## src/rtl/merge_stream_rr.sv

```systemverilog
// 4:1 packet-atomic round-robin AXI-stream merger; optional o_tsrc source tag (MERGE_STREAM_RR_SRC_TAG_EN).
// Latency: 1 arbitration cycle + 1 output register cycle; one idle input cycle between packets.
// Backpressure: granted input's tready = !o_tvalid | o_tready; o_* held stable while stalled.
module merge_stream_rr #(
   parameter int         WIDTH       = 16,
   parameter logic [3:0] ACTIVE_MASK = 4'b1111
) (
   input  logic             clk,
   input  logic             reset,
   input  logic             clear,
   input  logic [WIDTH-1:0] i0_tdata,
   input  logic             i0_tlast,
   input  logic             i0_tvalid,
   output logic             i0_tready,
   input  logic [WIDTH-1:0] i1_tdata,
   input  logic             i1_tlast,
   input  logic             i1_tvalid,
   output logic             i1_tready,
   input  logic [WIDTH-1:0] i2_tdata,
   input  logic             i2_tlast,
   input  logic             i2_tvalid,
   output logic             i2_tready,
   input  logic [WIDTH-1:0] i3_tdata,
   input  logic             i3_tlast,
   input  logic             i3_tvalid,
   output logic             i3_tready,
   output logic [WIDTH-1:0] o_tdata,
   output logic             o_tlast,
   output logic             o_tvalid,
   input  logic             o_tready
`ifdef MERGE_STREAM_RR_SRC_TAG_EN
   ,
   output logic [1:0]       o_tsrc
`endif
);

   typedef enum logic {
      S_IDLE   = 1'b0,
      S_ACTIVE = 1'b1
   } state_t;

   state_t           r_state;
   state_t           w_state_nxt;
   logic [1:0]       r_sel;
   logic [1:0]       w_sel_nxt;
   logic [1:0]       r_last_grant;
   logic [1:0]       w_last_grant_nxt;
   logic             w_found;
   logic [1:0]       w_idx;

   logic [WIDTH-1:0] w_tdata [4];
   logic [3:0]       w_tlast;
   logic [3:0]       w_tvalid;
   logic [3:0]       w_tready;

   logic             w_sync_rst;
   logic             w_out_free;
   logic             w_accept;

   logic [WIDTH-1:0] r_tdata;
   logic             r_tlast;
   logic             r_tvalid;

   assign w_tdata[0] = i0_tdata;
   assign w_tdata[1] = i1_tdata;
   assign w_tdata[2] = i2_tdata;
   assign w_tdata[3] = i3_tdata;
   assign w_tlast    = {i3_tlast, i2_tlast, i1_tlast, i0_tlast};
   assign w_tvalid   = {i3_tvalid, i2_tvalid, i1_tvalid, i0_tvalid};

   // clear is a full soft reset: FSM, grant pointer and output register all return to reset values
   assign w_sync_rst = reset | clear;

   // the output register can take a new beat when empty or draining this cycle
   assign w_out_free = !r_tvalid || o_tready;
   assign w_accept   = (r_state == S_ACTIVE) && w_out_free && w_tvalid[r_sel];

   // state register: grant holder, current selection and round-robin pointer
   always_ff @(posedge clk) begin
      if (w_sync_rst) begin
         r_state      <= S_IDLE;
         r_sel        <= 2'd0;
         r_last_grant <= 2'd3;
      end else begin
         r_state      <= w_state_nxt;
         r_sel        <= w_sel_nxt;
         r_last_grant <= w_last_grant_nxt;
      end
   end

   // next state: rotating-priority scan in IDLE, release the grant after the tlast beat is taken
   always_comb begin
      w_state_nxt      = r_state;
      w_sel_nxt        = r_sel;
      w_last_grant_nxt = r_last_grant;
      w_found          = 1'b0;
      w_idx            = 2'd0;
      case (r_state)
         S_IDLE: begin
            for (int k = 1; k <= 4; k++) begin
               w_idx = r_last_grant + 2'(k);
               if (!w_found && ACTIVE_MASK[w_idx] && w_tvalid[w_idx]) begin
                  w_found     = 1'b1;
                  w_sel_nxt   = w_idx;
                  w_state_nxt = S_ACTIVE;
               end
            end
         end
         S_ACTIVE: begin
            if (w_accept && w_tlast[r_sel]) begin
               w_last_grant_nxt = r_sel;
               w_state_nxt      = S_IDLE;
            end
         end
         default: w_state_nxt = S_IDLE;
      endcase
   end

   // ready only toward the granted, enabled input while ACTIVE
   always_comb begin
      w_tready = 4'b0000;
      if (r_state == S_ACTIVE && ACTIVE_MASK[r_sel]) begin
         w_tready[r_sel] = w_out_free;
      end
   end

   assign i0_tready = w_tready[0];
   assign i1_tready = w_tready[1];
   assign i2_tready = w_tready[2];
   assign i3_tready = w_tready[3];

   // output register: load on input handshake, drop valid once drained with nothing new behind it
   always_ff @(posedge clk) begin
      if (w_sync_rst) begin
         r_tvalid <= 1'b0;
         r_tlast  <= 1'b0;
         r_tdata  <= '0;
      end else if (w_accept) begin
         r_tvalid <= 1'b1;
         r_tlast  <= w_tlast[r_sel];
         r_tdata  <= w_tdata[r_sel];
      end else if (o_tready) begin
         r_tvalid <= 1'b0;
      end
   end

   assign o_tdata  = r_tdata;
   assign o_tlast  = r_tlast;
   assign o_tvalid = r_tvalid;

`ifdef MERGE_STREAM_RR_SRC_TAG_EN
   logic [1:0] r_tsrc;

   // source tag travels with the data beat it describes
   always_ff @(posedge clk) begin
      if (w_sync_rst) begin
         r_tsrc <= 2'd0;
      end else if (w_accept) begin
         r_tsrc <= r_sel;
      end
   end

   assign o_tsrc = r_tsrc;
`endif

endmodule
```

## config.mk

```make
export PLATFORM = sky130hd
export DESIGN_NAME = merge_stream_rr
export DESIGN_NICKNAME = d
export VERILOG_FILES = /design/src/rtl/merge_stream_rr.sv
export SDC_FILE = /design/constraint.sdc
export NUM_CORES = 1
export LEC_CHECK = 0
export CORE_UTILIZATION = 35
export DETAILED_ROUTE_END_ITERATION = 6
export PLACE_DENSITY = 0.81
export SLEW_MARGIN = 30
export SYNTH_ARGS = -nofsm -noshare
export SYNTH_HDL_FRONTEND = slang
export SYNTH_SLANG_ARGS = --single-unit
```

## constraint.sdc

```tcl
create_clock -name clk -period 2.4 [get_ports clk]
set_input_delay 0.48 -clock clk [delete_from_list [all_inputs] [get_ports clk]]
set_output_delay 0.48 -clock clk [all_outputs]
set_load 0.01 [all_outputs]
```

; ---- Yosys cells after proc, flatten, opt, wreduce, memory -nomap -nowiden
; Index checks and enable logic that the tools add are counted.
[classes]
add_sub_neg = 3
n_lt_le_gt_ge = 7
muxes = 45
n_bitwise = 4
reduce_logical = 21
[ops]
columns = cell, count
row1 = 16-bit binary-select mux with 2-bit select, 1
row2 = 16-bit 2-to-1 mux, 2
row3 = 1-bit 2-to-1 mux, 24
row4 = 1-bit binary-select mux with 2-bit select, 11
row5 = "2-bit by 3-bit < comparator with 1-bit output, second input constant", 5
row6 = 1-bit logical AND, 12
row7 = 2-bit 2-to-1 mux, 4
row8 = "2-bit adder, second input constant", 2
row9 = 4-bit AND, 1
row10 = 1-bit zero test, 4
row11 = 4-bit 2-to-1 mux, 1
row12 = 2-bit AND reduction, 2
row13 = 4-bit nonzero test, 1
row14 = "3-bit >= comparator, second input constant", 1
row15 = 2-bit NOT with 3-bit output, 1
row16 = "2-bit by 1-bit adder with 2-bit output, second input constant", 1
row17 = 1-bit demux with 2-bit select, 1
row18 = "2-bit by 1-bit >= comparator with 1-bit output, second input constant", 1
row19 = 1-bit case mux with 2 select lines, 1
row20 = 2-bit nonzero test, 1
row21 = 1-bit logical OR, 1
row22 = 1-bit NOT, 1
row23 = 1-bit OR, 1
[word_totals]
register_bits = 23
input_bits = 76
output_inout_bits = 22
word_cells = 86

; ---- Logic depth before layout (Yosys ltp)
[logic_depth]
ltp_word = 21
depth_mapped = 6
depth_no_buf = 4

; ---- Least setup slack after synthesis
; Ideal clock, no wire load.
[synth_timing]
path_type = input -> register
start = in i3_tvalid
end = reg r_tdata[12] (netlist: o_tdata[12])
setup_time_ns = 0.132
arrival_ns = 1.501
required_time_ns = 2.268
path_slack_ns = 0.767
stages = 6
path_buffers = 2
path_cell_list = mux4_2 and3_1 buf_6 buf_6 nand2_1 a21oi_1
[synth_via]
elab_chain_cells = 3
[synth_rtl]
columns = item, line_no
row1 = "start, declared", 25  ; input logic i3_tvalid,
row2 = 1-bit binary-select mux with 2-bit select, 76  ; assign w_accept = (r_state == S_ACTIVE) && w_out_free && w_tvalid[r_sel];
row3 = 1-bit 2-to-1 mux (implied by the code), 76
row4 = 1-bit logical AND, 76
row5 = "end signal, assigned", 141  ; r_tdata <= w_tdata[r_sel];
row6 = "end, declared", 60  ; logic [WIDTH-1:0] r_tdata;
; No other way between the ends. The select of a mux whose other input is x is not followed.
; A chain may end at the register's enable or synchronous reset.

; ---- Final worst setup path
[layout_timing]
start = in o_tready
end = out i2_tready
[layout_via]
elab_chain_cells = 3
[layout_rtl]
columns = item, line_no
row1 = "start, declared", 30  ; input logic o_tready
row2 = 1-bit logical OR, 75  ; assign w_out_free = !r_tvalid || o_tready;
row3 = 4-bit AND (no source line), --
row4 = 4-bit 2-to-1 mux, 122  ; if (r_state == S_ACTIVE && ACTIVE_MASK[r_sel]) begin
row5 = "end, declared", 22  ; output logic i2_tready,
; No other way between the ends.

==> impl_metrics.ini <==
[yosys]
yosys_warnings = 0
ys_seq_elements = 23
seq_area_frac_synth = 0.335
netlist_instances = 145
syn_nets = 221
synth_top_area_cell = dfxtp_1
synthXorXnorAreaFrac = 0
synth_top_family_by_area = multiplexers
synthSimpleGateAreaFrac = 0.177
synth_mux_area_frac = 0.295
synth.distinct_cells = 26
synth_compound_area_frac = 0.140
synth_top_area_share = 0.335
synth.area.top_cells = dfxtp_1, mux4_2, nand2_1
synth_area_um2 = 1380
synthAdderAreaFrac = 0
avgSynthCellArea_um2 = 9.48

[detailed_routing]
detail-route-antenna-nets = 0
dr_wl_met3_um = 398
dr.pass1.iters = 4
vias = 1493
drt-met1-wl_mm = 1.66
routed_via_density = 5.17
wl_met2_mm = 1.96
drt_iter0_drc = 86
wl_mm = 4.04
wl_per_cell_um = 14.0
route.detailed.drc = 0
routed.top_layer = met4

[timing]
period_share = 0.962
maxSlewHeadroom = 0.600
slew_violations = 0
hold_viol = 0
fin_tns_setup_ns = 0
rsz0062_at_grt = no
min_period_ns = 2.31
tightest_slew_ns = 0.600
max_freq_mhz = 433
finalSetupViolCount = 0
fin_skew_ns = 0.0105

[floorplanning]
die_w_um = 64.7
die_y_um = 64.7
initial_core_util = 0.370
core-area_um2 = 3720
die_area_um2 = 4180
ios = 98
rows = 22

[clocking]
clockBufferDepth = 2
cts_root_buf = clkbuf_8
h-tree-depth = 1
cts_buffers = 3
cts_setup_buffers = 0
clkTransAtPathRegs_ns = 0.08
clock_latency_ns = 0.26
cts_sinks = 23
cts_tree = built

[grt]
antenna_found_initial = 0
grt_pass1_wl_mm = 6.12
grt_max_degree = 21
grt.total_usage = 0.190
overflow = 0
first_global_vias = 1358

[status]
status = complete, no violations

[critical_path]
path_max_fanout = 3
cp.required_ns = 1.92
cp-end-kind = output port
arrival_ns = 1.83
critPathKind = input port to output port
start_kind = input port

[power]
total_power_mw = 0.901
p_leak_nw = 0.872
vdd_drop_max_mv = 0.221
p_per_area_nw_per_um2 = 370

[worst_hold_path]
hp-class = flip-flop to flip-flop

[layout]
area_delta_synth_final_pct = 77.3
antenna_cells = 0
fin_nets = 318
layout-drive-gt1-share = 0.120

[placed_design]
io_buffers = 97
globalplace.congestion = 0.928
dp_hpwl_mm = 3.21

[flow_run]
max_cap_viol_count = 0
flip-flops by register name, indices dropped and copies added, names as in the netlist:
signal / cells
o_tdata: 16
o_tlast: 1
o_tvalid: 1
r_last_grant: 2
r_sel: 2
r_state: 1
repair_timing:
item                                    CTS  global route
resized for setup                         0             3
hold buffers                              0             0
endpoints found under the setup margin    0             3
hold endpoints to repair                  0             0
worst paths after layout:
path	start	to	slack (ns)	cells past startpoint
worst max-delay path	o_tready	i2_tready	0.09	5
worst min register to register	o_tdata[13]	o_tdata[13]	0.46	2
worst max register to register	r_sel[1]	o_tdata[7]	0.60	4
worst min-delay path	o_tdata[13]	o_tdata[13]	0.46	2
cells in the mapped netlist, drive strengths merged:
cell type and count:
mux4 18, a21oi 23, o21ai 2, nand4 1, o221ai 2, a31oi 2, nor3 4, o22ai 2
clkbuf 5, or2 1, nand2 36, a311oi 1, and3 1, o311ai 1, and2 1, dfxtp 23
o211ai 1, nand3 3, nand2b 2, buf 5, nand3b 1, inv 4, nor2 6
per-layer routing:
metal,track usage,up-vias
met4,0.0250,0
met1,0.228,686
met5,0,-
met3,0.0423,4
met2,0.353,74
li1,-,729
through the flow:
| step | setup slack (ns) | util | instance area, um^2 | instances | hold WS, ns |
|---|---|---|---|---|---|
| global route | 0.0314 | 0.656 | 2440 | 289 | 0.477 |
| detailed placement | 0.0409 | 0.642 | 2380 | 285 | 0.447 |
| global placement | 0.0554 | 0.642 | 2380 | 285 | 0.441 |
| CTS | 0.0358 | 0.654 | 2430 | 289 | 0.458 |
| floorplan | 0.767 | - | 1380 | 145 | 0.481 |
| finish | 0.0923 | 0.656 | 2440 | 289 | 0.456 |
cells in the final DEF (no fill, tap or decap), drive strengths merged, types with 4 or more instances in the layout:
master,count
mux4,18
nor3,4
inv,4
buf,5
nor2,6
nand2,36
clkdlybuf4s50,94
dfxtp,23
a21oi,23
critical path, stage by stage:
cell and delay, ns:
clkdlybuf4s50_1 0.45, nand2b_1 0.15, nand3_1 0.11, nor2_1 0.10, clkdlybuf4s50_1 0.53
cell families (layout without fill, tap and decap cells):
| group | count (synthesis) | count (layout) |
|---|---|---|
| AND/OR/NAND/NOR | 56 | 56 |
| AO/OA/AOI/OAI | 34 | 34 |
| flip-flops | 23 | 23 |
| multiplexers | 18 | 18 |
| buffers and inverters | 14 | 110 |
report_power, final:
group	switching [mW]	internal (mW)	leakage [nW]
sequential	0.00992	0.390	0.186
clock	0.124	0.116	0.0255
combinational	0.0818	0.181	0.661
final cells by class:
class	count	area, um^2
clock inverters	1	5.00
inverters	4	15.0
flip-flops and latches	23	460
repair buffers	102	1020
fillers	337	1280
clock buffers	3	41.3
multi-input cells	108	841
well taps	48	60.1
Power figures use the tool's default switching activity.
